--- config.mk ---
export PLATFORM = sky130hd
export DESIGN_NAME = osd_mam_wb_burst_if
export DESIGN_NICKNAME = d
export VERILOG_FILES = /design/src/rtl/osd_mam_wb_burst_if.sv
export SDC_FILE = /design/constraint.sdc
export NUM_CORES = 1
export LEC_CHECK = 0
export ABC_AREA = 0
export ABC_CLOCK_PERIOD_IN_PS = 3250
export CAP_MARGIN = 40
export CORE_MARGIN = 2
export CORE_UTILIZATION = 47
export CTS_CLUSTER_DIAMETER = 150
export CTS_CLUSTER_SIZE = 28
export DETAILED_ROUTE_END_ITERATION = 8
export PLACE_DENSITY = 0.86
export SYNTH_ARGS = -nofsm -noshare
export SYNTH_HDL_FRONTEND = slang
export SYNTH_SLANG_ARGS = --single-unit
--- constraint.sdc ---
create_clock -name clk_i -period 3.25 [get_ports clk_i]
set_input_delay 0.325 -clock clk_i [delete_from_list [all_inputs] [get_ports clk_i]]
set_output_delay 0.325 -clock clk_i [all_outputs]
set_load 0.005 [all_outputs]
--- src/rtl/osd_mam_wb_burst_if.sv ---
// ---------------------------------------------------------------------------
// osd_mam_wb_burst_if
//
// Bridges a simple MAM request/data handshake interface onto a Wishbone
// classic/registered-feedback master port with incrementing bursts.
//
// Ports
//   clk_i, rst_i                      clock, asynchronous active-high reset
//   req_valid/req_ready               request handshake (accepted only in IDLE)
//   req_rw, req_addr, req_burst,      request attributes: direction, base byte
//   req_beats                         address, burst enable, burst length
//   write_valid/write_ready,          write-data stream (write_strb applies
//   write_data, write_strb            to single writes only)
//   read_valid/read_ready, read_data  read-data stream out of a small FIFO
//   cyc_o, stb_o, we_o, addr_o,       Wishbone master signals
//   dat_o, sel_o, cti_o, bte_o
//   ack_i, err_i, dat_i               Wishbone slave responses
//   busy                              transaction in progress
//   req_err                           last transaction ended in a bus error
//
// Configuration
//   OSD_MAM_WB_ERR_EN : when defined, err_i terminates the bus cycle, sets
//                       req_err and routes through ABORT, which drains the
//                       remaining beats (writes discarded, reads zero-filled).
//                       When undefined, err_i is ignored and req_err is 0.
// ---------------------------------------------------------------------------
module osd_mam_wb_burst_if #(
    parameter int DATA_WIDTH    = 32,
    parameter int ADDR_WIDTH    = 32,
    parameter int RD_FIFO_DEPTH = 4
) (
    input  logic                    clk_i,
    input  logic                    rst_i,
    input  logic                    req_valid,
    output logic                    req_ready,
    input  logic                    req_rw,
    input  logic [ADDR_WIDTH-1:0]   req_addr,
    input  logic                    req_burst,
    input  logic [13:0]             req_beats,
    input  logic                    write_valid,
    output logic                    write_ready,
    input  logic [DATA_WIDTH-1:0]   write_data,
    input  logic [DATA_WIDTH/8-1:0] write_strb,
    output logic                    read_valid,
    input  logic                    read_ready,
    output logic [DATA_WIDTH-1:0]   read_data,
    output logic                    cyc_o,
    output logic                    stb_o,
    output logic                    we_o,
    input  logic                    ack_i,
    input  logic                    err_i,
    output logic [ADDR_WIDTH-1:0]   addr_o,
    output logic [DATA_WIDTH-1:0]   dat_o,
    input  logic [DATA_WIDTH-1:0]   dat_i,
    output logic [2:0]              cti_o,
    output logic [1:0]              bte_o,
    output logic [DATA_WIDTH/8-1:0] sel_o,
    output logic                    busy,
    output logic                    req_err
);

    localparam int SEL_W = DATA_WIDTH / 8;
    localparam int PTR_W = (RD_FIFO_DEPTH > 1) ? $clog2(RD_FIFO_DEPTH) : 1;
    localparam int CNT_W = PTR_W + 1;
    localparam logic [CNT_W-1:0] FIFO_FULL = CNT_W'(RD_FIFO_DEPTH);

`ifdef OSD_MAM_WB_ERR_EN
    typedef enum logic [1:0] {S_IDLE, S_WRITE, S_READ, S_ABORT} state_t;
`else
    typedef enum logic [1:0] {S_IDLE, S_WRITE, S_READ} state_t;
`endif

    state_t                  r_state;
    state_t                  w_state_nxt;

    logic                    r_rw;
    logic                    r_single;
    logic [ADDR_WIDTH-1:0]   r_addr;
    logic [SEL_W-1:0]        r_strb;
    logic [13:0]             r_count;
    logic [13:0]             r_acked;
    logic [13:0]             r_wacc;
    logic                    r_started;
    logic                    r_wfull;
    logic [DATA_WIDTH-1:0]   r_wdata;
    logic                    r_req_err;

    logic [DATA_WIDTH-1:0]   r_mem [RD_FIFO_DEPTH];
    logic [PTR_W-1:0]        r_wptr;
    logic [PTR_W-1:0]        r_rptr;
    logic [CNT_W-1:0]        r_fcnt;

    logic                    w_accept;
    logic [13:0]             w_beats;
    logic                    w_more;
    logic                    w_last;
    logic                    w_ack;
    logic                    w_err;
    logic                    w_zpush;
    logic                    w_push;
    logic [DATA_WIDTH-1:0]   w_push_data;
    logic                    w_pop;
    logic                    w_fifo_empty;
    logic                    w_wpush;
    logic                    w_wkeep;

    assign w_accept     = (r_state == S_IDLE) && req_valid;
    // A non-burst request or a zero length still moves exactly one word.
    assign w_beats      = (!req_burst || (req_beats == 14'd0)) ? 14'd1 : req_beats;
    assign w_more       = (r_acked < r_count);
    assign w_last       = (r_acked == (r_count - 14'd1));
    assign w_fifo_empty = (r_fcnt == '0);

    // The strobe never depends on ack/err, which keeps the handshake acyclic.
    // In READ the buffer count can only fall while a beat is outstanding, so
    // an asserted strobe is held until the slave answers.
    assign stb_o = ((r_state == S_WRITE) && r_wfull) ||
                   ((r_state == S_READ) && w_more && (r_fcnt < FIFO_FULL));

`ifdef OSD_MAM_WB_ERR_EN
    assign w_err   = stb_o && err_i;
    assign w_zpush = (r_state == S_ABORT) && !r_rw && w_more && (r_fcnt < FIFO_FULL);
    assign req_err = r_req_err;
`else
    logic w_unused_err;
    assign w_unused_err = err_i;
    assign w_err        = 1'b0;
    assign w_zpush      = 1'b0;
    assign req_err      = 1'b0;
`endif

    assign w_ack       = stb_o && ack_i && !w_err;
    assign w_wpush     = write_valid && write_ready;
    assign w_wkeep     = w_wpush && (r_state == S_WRITE);
    assign w_push      = ((r_state == S_READ) && w_ack) || w_zpush;
    assign w_push_data = (r_state == S_READ) ? dat_i : '0;
    assign read_valid  = !w_fifo_empty;
    assign read_data   = w_fifo_empty ? '0 : r_mem[r_rptr];
    assign w_pop       = read_valid && read_ready;
    assign addr_o      = r_addr;
    assign dat_o       = r_wfull ? r_wdata : '0;
    assign bte_o       = 2'b00;

    always_ff @(posedge clk_i or posedge rst_i) begin
        if (rst_i) r_state <= S_IDLE;
        else       r_state <= w_state_nxt;
    end

    always_comb begin
        w_state_nxt = r_state;
        case (r_state)
            S_IDLE:  if (req_valid) w_state_nxt = req_rw ? S_WRITE : S_READ;
            S_WRITE: begin
                if (w_err)                w_state_nxt = S_IDLE;
                if (w_ack && w_last)      w_state_nxt = S_IDLE;
`ifdef OSD_MAM_WB_ERR_EN
                if (w_err)                w_state_nxt = S_ABORT;
`endif
            end
            S_READ: begin
                if (!w_more && w_fifo_empty) w_state_nxt = S_IDLE;
`ifdef OSD_MAM_WB_ERR_EN
                if (w_err)                w_state_nxt = S_ABORT;
`endif
            end
`ifdef OSD_MAM_WB_ERR_EN
            S_ABORT: begin
                if (r_rw ? (r_wacc == r_count) : (!w_more && w_fifo_empty))
                    w_state_nxt = S_IDLE;
            end
`endif
            default: w_state_nxt = S_IDLE;
        endcase
    end

    always_comb begin
        req_ready   = (r_state == S_IDLE) && !rst_i;
        busy        = (r_state != S_IDLE);
        we_o        = (r_state == S_WRITE);
        // Cycle opens with the first strobe and stays up across stalls until
        // the final beat is acknowledged.
        cyc_o       = ((r_state == S_WRITE) || (r_state == S_READ)) && w_more &&
                      (stb_o || r_started);
        cti_o       = !cyc_o ? 3'b000 : (w_last ? 3'b111 : 3'b010);
        sel_o       = !cyc_o ? '0 : ((r_single && r_rw) ? r_strb : {SEL_W{1'b1}});
        write_ready = 1'b0;
        if (r_state == S_WRITE)
            write_ready = (r_wacc < r_count) && (!r_wfull || w_ack);
`ifdef OSD_MAM_WB_ERR_EN
        if (r_state == S_ABORT)
            write_ready = r_rw && (r_wacc < r_count);
`endif
    end

    always_ff @(posedge clk_i or posedge rst_i) begin
        if (rst_i) begin
            r_rw      <= 1'b0;
            r_single  <= 1'b0;
            r_addr    <= '0;
            r_strb    <= '0;
            r_count   <= '0;
            r_acked   <= '0;
            r_wacc    <= '0;
            r_started <= 1'b0;
            r_wfull   <= 1'b0;
            r_req_err <= 1'b0;
            r_wptr    <= '0;
            r_rptr    <= '0;
            r_fcnt    <= '0;
        end else begin
            if (w_accept) begin
                r_rw      <= req_rw;
                r_single  <= !req_burst;
                r_addr    <= req_addr;
                r_strb    <= write_strb;
                r_count   <= w_beats;
                r_acked   <= '0;
                r_wacc    <= '0;
                r_started <= 1'b0;
                r_req_err <= 1'b0;
            end else begin
                if (stb_o)              r_started <= 1'b1;
                if (w_ack)              r_addr    <= r_addr + ADDR_WIDTH'(SEL_W);
                if (w_ack || w_zpush)   r_acked   <= r_acked + 14'd1;
                if (w_wpush)            r_wacc    <= r_wacc + 14'd1;
                if (w_err)              r_req_err <= 1'b1;
            end

            // A buffered write word is dropped when the bus errors it.
            if (w_err)        r_wfull <= 1'b0;
            else if (w_wkeep) r_wfull <= 1'b1;
            else if (w_ack)   r_wfull <= 1'b0;

            if (w_push) r_wptr <= r_wptr + PTR_W'(1);
            if (w_pop)  r_rptr <= r_rptr + PTR_W'(1);
            case ({w_push, w_pop})
                2'b10:   r_fcnt <= r_fcnt + CNT_W'(1);
                2'b01:   r_fcnt <= r_fcnt - CNT_W'(1);
                default: r_fcnt <= r_fcnt;
            endcase
        end
    end

    always_ff @(posedge clk_i) begin
        if (w_wkeep) r_wdata <= write_data;
        if (w_push)  r_mem[r_wptr] <= w_push_data;
    end

endmodule

==> results.ini <==
[routing]
drt_iter0_markers = 561
vias_per_cell = 5.49
totalWireLength_mm = 28.6
num_vias = 8614
wire_per_inst_um = 18.2
antenna_left = 0
drt-pass1-iter-count = 6
drc = 0

[final_layout]
fin_nets = 1396
mostFrequentLayoutCell = clkdlybuf4s50_1
syn_to_final_growth_pct = 30.5
final_cell_mix = 222 x clkdlybuf4s50_1, 160 x edfxtp_1, 106 x and2_1
drive_above_1_share = 0.123

[yosys]
synth-seq-cells = 251
synth_edf_count = 160
yosys_most_used_dff = edfxtp_1
yosys_warnings = 0
netlist_area_mm2 = 0.0120
yosysSeqAreaShare = 0.589
synthCells = 974
synthDistinctLibCells = 61
synth_area_per_cell_um2 = 12.4
async_reset_ff_frac = 0.363

[placed_design]
dp_slack_ps = 24.7
gp_congestion = 0.885
dp_hpwl_mm = 20.3
portBuffers = 231

[power]
p_leak_uw = 0.00601
peakVddDrop_mv = 0.630
pwr_density_cell_mw_per_mm2 = 730

[clock_network]
clkSinkCount = 251
clock_latency_ps = 480
clockRootBuffer = clkbuf_16
cts_max_level = 1
clock_path_buffers = 3
numCtsBuffers = 12
path_clk_slew_ps = 110
cts_tree = done

[grt]
overflow = 0
grt_antenna_before_repair = 0
grt_usage = 0.212
grt_start_max_net_pins = 77
grt_pass1_vias = 8675
grt_pass1_wl_mm = 45.1

[die]
initial_core_util = 0.478
die_w_um = 164
die_h_um = 164
core_mm2 = 0.0252
die-area_mm2 = 0.0269
placementRows = 58
io_pins = 236

[worst_setup_path]
cp_num_buf_inv = 5
crit_type = reg2out
crit_path_end_kind = primary output
cp-start-kind = register
crit_required_ps = 2920
path_max_fanout = 3
critPathTopFamily = compound AO/OA/AOI/OAI gates
crit_slowest_cell = a221o_1
cp.arrival_ps = 2950
crit_chain = inv_1 -> ha_1 -> nand4_1 -> buf_4 -> o221ai_2 -> nor4_1 -> buf_4 -> a221o_1 -> o211ai_1 -> inv_1 -> dlygate4sd2_1
cpPeakStageDelay_ps = 400

[timing]
setup_violations = 1
hold_violations = 0
relSlewSlack = 0.469
setup_tns_ps = -24.4
fmax_mhz = 305
finalWorstSetupSlack_ps = -24.4
worst_clock_skew_ps = 15.2
rsz0062_at_grt = true
min_period_over_period = 1.01
min_period_ps = 3270
timing.hold.ws_ps = 321
worst_slew_pin_slew_ps = 794
slew_violations = 0

[job]
max_cap_viol_count = 0

[outcome]
status = finished with violations
failed_checks = setup timing

[min_path]
hold_class = in2async

==> routing by layer <==
metal,wire length [µm],part of all wire,up-vias,global-route usage
met2,14400,0.50,327,0.375
met5,0,0,-,0
li1,-,-,4040,-
met4,528,0.018,0,0.0467
met3,2150,0.075,41,0.0399
met1,11500,0.40,4206,0.273
==> power by group <==
group,internal [µW],switching (µW),total [µW]
Combinational,2870,2460,5330
Clock,754,949,1700
Sequential,3970,458,4420
==> per-stage QoR <==
| step | total power (µW) | cell area, µm² | util | cells |
|---|---|---|---|---|
| after floorplan | 7050 | 12000 | - | 976 |
| after global placement | 9310 | 15000 | 0.596 | 1530 |
| after detailed placement | 9440 | 15000 | 0.596 | 1530 |
| after CTS | 11400 | 15600 | 0.618 | 1563 |
| after global routing | 12200 | 15700 | 0.623 | 1569 |
| final | 11500 | 15700 | 0.623 | 1570 |
==> layout make-up <==
type / instances / area, µm²
fill: 1899 / 9480
sequential: 251 / 7090
multi-input combinational: 638 / 4780
timing repair buffer: 294 / 2920
tap: 330 / 413
clock buffer: 20 / 352
inverter: 36 / 140
antenna: 1 / 2.50
==> registers in the layout, indices dropped and copies added (netlist names), 2 cells and up <==
register / cells
r_wacc: 14
r_fcnt: 3
r_strb: 4
r_acked: 14
r_wdata: 32
r_rptr: 2
r_count: 14
r_mem: 128
r_wptr: 2
r_state: 2
addr_o: 32
==> synthesized netlist by cell type (2+ instances only) <==
cell	instances	share of area
edfxtp_1	160	0.40
and2_1	107	0.056
dfrtp_1	91	0.19
nand2_1	89	0.028
o21ai_0	62	0.026
xor2_1	45	0.033
ha_1	39	0.041
nand3_1	38	0.016
inv_1	36	0.011
clkbuf_1	34	0.011
nor2_1	34	0.011
mux4_2	32	0.060
nand4_1	32	0.017
a21oi_1	25	0.010
and3_1	19	0.0099
xnor2_1	18	0.013
or3_1	15	0.0078
buf_2	6	0.0025
nand2b_1	6	0.0031
nor4_1	6	0.0031
a21o_1	5	0.0031
buf_1	5	0.0016
buf_4	5	0.0031
nor3_1	5	0.0021
o211ai_1	5	0.0031
or4_1	5	0.0031
and4_1	4	0.0029
mux2i_1	4	0.0033
o21a_1	4	0.0025
o2111ai_1	3	0.0022
nand4b_1	2	0.0015
nor3b_1	2	0.0012
nor4b_1	2	0.0015
o32ai_1	2	0.0015
==> logic make-up (layout without fill, tap and decap cells) <==
kind of cell / Yosys count / count (layout) / share of synthesized area
multiplexers: 37 / 37 / 0.0642
flip-flops: 251 / 251 / 0.589
other: 1 / 4 / 0.000312
AND/OR/NAND/NOR: 374 / 374 / 0.169
adder cells (fa/ha/maj): 40 / 40 / 0.0422
XOR/XNOR: 63 / 63 / 0.0459
AO/OA/AOI/OAI: 121 / 121 / 0.0598
buffers and inverters: 87 / 350 / 0.0300
==> path summary, 6_finish.rpt <==
kind	start	end	slack, ps	cells after the start
min in group clk_i	req_addr[0]	addr_o[0]	360	3
worst max-delay path	r_count[11]	write_ready	-20	11
worst min-delay path	rst_i	r_acked[2]	320	2
max in group asynchronous	rst_i	r_count[6]	2210	3
worst max register to register	r_count[11]	r_fcnt[2]	300	15
worst min register to register	r_strb[0]	r_strb[0]	500	2
==> what timing repair did <==
action | 4_1_cts | 5_1_grt
pin swaps | 16 | 8
setup buffers | 13 | 6
setup endpoints to repair | 10 | 13
gates resized for setup | 29 | 25
hold buffers | 0 | 0
Note: power is estimated with default switching activity, not from simulation.
==> RTL change 1: new RTL, same flow settings <==
Change the parameter `ADDR_WIDTH` from 32 to 28.
--- a/src/rtl/osd_mam_wb_burst_if.sv
+++ b/src/rtl/osd_mam_wb_burst_if.sv
@@ -26,7 +26,7 @@
 // ---------------------------------------------------------------------------
 module osd_mam_wb_burst_if #(
     parameter int DATA_WIDTH    = 32,
-    parameter int ADDR_WIDTH    = 32,
+    parameter int ADDR_WIDTH    = 28,
     parameter int RD_FIFO_DEPTH = 4
 ) (
     input  logic                    clk_i,
Interface: changed (resized addr_o and req_addr); port bits go from 236 to 228. No check against the original RTL was run, so the function may have changed too.
==> RTL change 1 against the original RTL <==
  * Cell area down 1.8%
  * Power down 4.2%
  * First-iteration DRC count up 1.4%
  * Wire length up 2.3%
  * Synthesized area down 1.3%
  * Setup slack better by 0.084 ns
  * Sequential cell count down 4
  * Combinational power down 5.6%
  * Critical endpoint is now cti_o[1]
==> RTL change 1: results (changes against the original RTL) <==
| Metric | Value |
|---|---|
| Status | complete, no violations |
| Ant. Diodes | 0 (-1) |
| Worst Path Arrival | 2.87 ns (-0.08 ns) |
| Adder-cell share of the synthesized area | 4.28% (+0.057 points) |
| Max IR drop VDD | 0.368 mV (-42%) |
| RR Startpoint | r_count[4] |
| Top cells by area, synth | edfxtp_1 40%, dfrtp_1 18%, mux4_2 6.1% |
| Static leakage | 5.78 nW (-3.7%) |
| WL final | 29,300 um (+2.3%) |
| Area of the multi-input gates | 4640 um2 (-3.1%) |
| GRT Total Usage | 21.7% (+0.45 points) |
| FFs w/ async S/R, synth | 35.2% (-1.0 points) |
| Vias in the first global route | 8,613 (-0.71%) |
| Xor and xnor fraction of the mapped netlist area | 3.25% (-1.3 points) |
| Initial DRC Count | 569 (+1.4%) |
| Synth unique cells | 73 (+20%) |
| Max reg flops | 128 (unchanged) |
| Net total in the final layout | 1,365 (-2.2%) |
| Register area share after synthesis | 58.8% (about the same) |
| Largest net degree at the start of global routing | 46 (-40%) |
| Root buffer cell | clkbuf_16 |
| Area fraction in compound gates after synthesis | 8.69% (+2.7 points) |
| GR met2 Demand/Resource | 36.7% (-0.74 points) |
| Skew final | 0.0277 ns (+0.0124 ns) |
| Mux cell area share after synthesis | 6.42% (about the same) |
| H-tree Lvls | 1 (unchanged) |
| M3 GR Usage | 4.69% (+0.70 points) |
| Fill cell total of the finished layout | 1,882 (-0.90%) |
| Global-route wire length before repair | 45,400 um (+0.75%) |
| Pre-CTS WS | 0.157 ns (+0.132 ns) |
| DP HPWL | 20,000 um (-1.5%) |
| Top cells by count, synth | 160 x edfxtp_1, 98 x and2_1, 87 x dfrtp_1 |
| Layout cells sized above 1 | 14.7% (+2.3 points) |
| Via/cell ratio | 5.58 (+1.7%) |
| DR pass1 iterations | 5 (-1) |
| Initial antenna violation count | 0 (unchanged) |
| Most frequent cell after synthesis | edfxtp_1 |
| Origin of the worst setup path | r_count[11] |
| YS warnings | 0 (unchanged) |
| Main flop type after synthesis | edfxtp_1 |
| Worst skew pair latency | 0.49 ns |
| CP Max Fanout | 6 (+3) |
| Clk slew on worst S/H paths | 0.12 ns |
| Global Route met1 Usage | 28.2% (+0.94 points) |
| Maximum clock path buffer count | 3 (unchanged) |
| Slew HR | 47.4% (+0.49 points) |
| Gp weighted congestion | 0.878 (-0.75%) |
| Port bufs | 223 (-3.5%) |
| Biggest register | r_mem |
| Post-synth EDFFs | 160 (unchanged) |
| Total clock buffers created by CTS | 12 (unchanged) |
==> RTL change 1: stage by stage <==
stage	hold slack, ns	cells	cell area (um2)	TNS [ns]
4_1_cts	0.314	1520	15200	-0.00209
5_1_grt	0.365	1542	15400	-0.118
2_1_floorplan	0.424	943	11900	0
3_5_place_dp	0.463	1484	14700	0
6_report	0.293	1542	15400	0
3_3_place_gp	0.460	1483	14600	0
==> RTL change 1: area by class of cell <==
class	instances	share of cell area [%]
clock buffer	19	2.26
clock inverter	1	0.0406
inverter	42	1.06
multi-input combinational	604	30.1
sequential	247	45.3
tap	330	2.68
timing repair buffer	299	18.6
==> RTL change 1: final timing paths <==
check                              to  slack, ns  depth (start not counted)
min                        r_count[0]       0.29                          2
max in group asynchronous   r_rptr[0]       2.22                          3
max                          cti_o[1]       0.06                          9
min reg2reg                 r_rptr[1]       0.48                          1
max reg2reg                 r_fcnt[2]       0.12                         16
min in group clk_i          addr_o[0]       0.35                          3
==> RTL change 1: critical path: stages (launching register included) <==
cell	delay, ns
dfrtp_1	0.43
inv_2	0.09
ha_4	0.20
a211oi_2	0.22
nor2_1	0.08
nor3_2	0.27
o21a_1	0.21
o311a_1	0.23
buf_6	0.14
clkdlybuf4s50_1	0.52
==> RTL change 1: per-layer routing <==
layer / part of all wire (%) / up-vias
li1: - / 3976
met1: 40 / 4196
met2: 49 / 367
met5: 0 / -
met4: 3.2 / 0
met3: 7.9 / 63
==> RTL change 1: timing repair <==
item	in CTS	in global routing
endpoints found under the setup margin	10	43
gates cloned	0	0
buffers inserted	16	22
resized for setup	33	13
pin swaps	9	8
==> RTL change 1: where the power goes <==
part           switching, mW  leakage (nW)  internal, mW
sequential             0.395          2.56          3.85
clock                  0.949         0.172         0.754
combinational           2.31          3.05          2.72
total                   3.66          5.78          7.32
==> RTL change 2: new RTL, config.mk and constraints unchanged <==
Without the edit above. Encoding of `state_t`: now one-hot (3 bits for 3 states).
--- a/src/rtl/osd_mam_wb_burst_if.sv
+++ b/src/rtl/osd_mam_wb_burst_if.sv
@@ -67,7 +67,7 @@
 `ifdef OSD_MAM_WB_ERR_EN
     typedef enum logic [1:0] {S_IDLE, S_WRITE, S_READ, S_ABORT} state_t;
 `else
-    typedef enum logic [1:0] {S_IDLE, S_WRITE, S_READ} state_t;
+    typedef enum logic [2:0] {S_IDLE = 3'b001, S_WRITE = 3'b010, S_READ = 3'b100} state_t;
 `endif
 
     state_t                  r_state;
Behaviour: no difference found for any inputs over 4 cycles, from zero or initial values and one cycle with rst_i high; so few cycles prove little.
==> RTL change 2 against the original RTL <==
  * Hold slack worse by 0.26 ns
  * Power fell by 24%
  * Wire length shrank 2.2%
  * Non-clock buffer count down 22
  * First-iteration DRC count up 20%
  * Clock skew up 0.014 ns
  * Cell count is 1.7% lower
  * Sequential cell count rose by 1
  * Setup slack better by 0.092 ns
  * Synthesized area increased by 0.66%
  * Cell area shrank 1.3%
  * Combinational power fell by 44%
  * Via count down 3.1%
  * Critical path type unchanged
  * Largest power group is now sequential cells
  * Highest routed layer unchanged
==> RTL change 2: results (changes against the original RTL) <==
| Metric | Value |
|---|---|
| Largest net degree at the start of global routing | 66 (-14%) |
| Met3 WL | 1740 um (-19%) |
| Static leakage | 5.76 nW (-4.1%) |
| Fill cell total of the finished layout | 1,934 (+1.8%) |
| Layout cells sized above 1 | 12.3% (-0.065 points) |
| FFs w/ async S/R, synth | 36.5% (+0.25 points) |
| R2R cell count | 14 (-1) |
| Global-route wire length before repair | 44,100 um (-2.2%) |
| WL final | 28,000 um (-2.2%) |
| Register area share after synthesis | 58.7% (-0.17 points) |
| GR met2 Demand/Resource | 36.3% (-1.1 points) |
| Mux cell area share after synthesis | 6.88% (+0.46 points) |
| Net total in the final layout | 1,368 (-2.0%) |
| DR pass1 iterations | 5 (-1) |
| Post-placement cell area | 15,000 um2 (-0.17%) |
| Status | complete, no violations |
| DP HPWL | 19,300 um (-4.7%) |
| Family with the most delay on the worst path | simple AND/OR/NAND/NOR gates |
| Area fraction in compound gates after synthesis | 5.92% (-0.060 points) |
| Ant. Diodes | 0 (-1) |
| Top cells by area, synth | edfxtp_1 40%, dfrtp_1 19%, mux4_2 6.0% |
| Global Route met1 Usage | 26.9% (-0.40 points) |
| Power share of the clock group | 19.6% (+4.7 points) |
| Initial DRC Count | 671 (+20%) |
| WL met2 | 14,100 um (-2.5%) |
| Sw Share | 28.4% (-5.3 points) |
| M3 GR Usage | 3.47% (-0.52 points) |
| Comb pwr | 2.96 mW (-44%) |
RTL change 2: cell types whose count changed after synthesis, moves of 6 or more:
| cell | delta |
|---|---|
| a21oi_1 | +14 |
| and3_1 | -11 |
| nand2_1 | -6 |
| nand3_1 | -7 |
| nand4_1 | -18 |
| nor2_1 | +43 |
| nor3_1 | +9 |
| nor4_2 | +7 |
| o21ai_0 | -38 |
| o21ai_1 | +11 |
| or3_1 | -10 |
| xnor2_1 | +32 |
| xor2_1 | -35 |
RTL change 2: through the flow:
step | std cells | setup slack (ns) | utilization [%]
2_1_floorplan | 973 | -0.211 | -
3_3_place_gp | 1509 | 0.170 | 59.3
3_5_place_dp | 1509 | 0.0646 | 59.3
4_1_cts | 1532 | 0.00767 | 60.9
5_1_grt | 1543 | -0.0220 | 61.4
6_report | 1543 | 0.0672 | 61.4
RTL change 2: cell type report:
class	instances	area [um2]	share of cell area, %
repair buffers	272	2730	17.6
multi-input cells	636	4760	30.7
clock buffers	19	348	2.24
well taps	330	413	2.66
inverters	34	129	0.832
flip-flops and latches	252	7120	45.9
RTL change 2: how the worst max path moves through the flow:
stage                     startpoint          end  slack [ns]  depth (start not counted)
after floorplan           r_count[5]  r_mem[0][0]       -0.21                          6
after global placement    r_count[1]     cti_o[2]        0.17                         10
after detailed placement  r_count[1]     cti_o[0]        0.06                         10
after CTS                 r_count[1]     cti_o[0]       0.008                         10
after global routing      r_count[0]     cti_o[2]       -0.02                         10
final                     r_count[1]     cti_o[0]        0.07                         10
RTL change 2: timing repair:
item	CTS	global route
buffers inserted	4	11
resized for setup	9	23
pin swaps	4	7
cloned	0	0
endpoints found under the setup margin	9	10
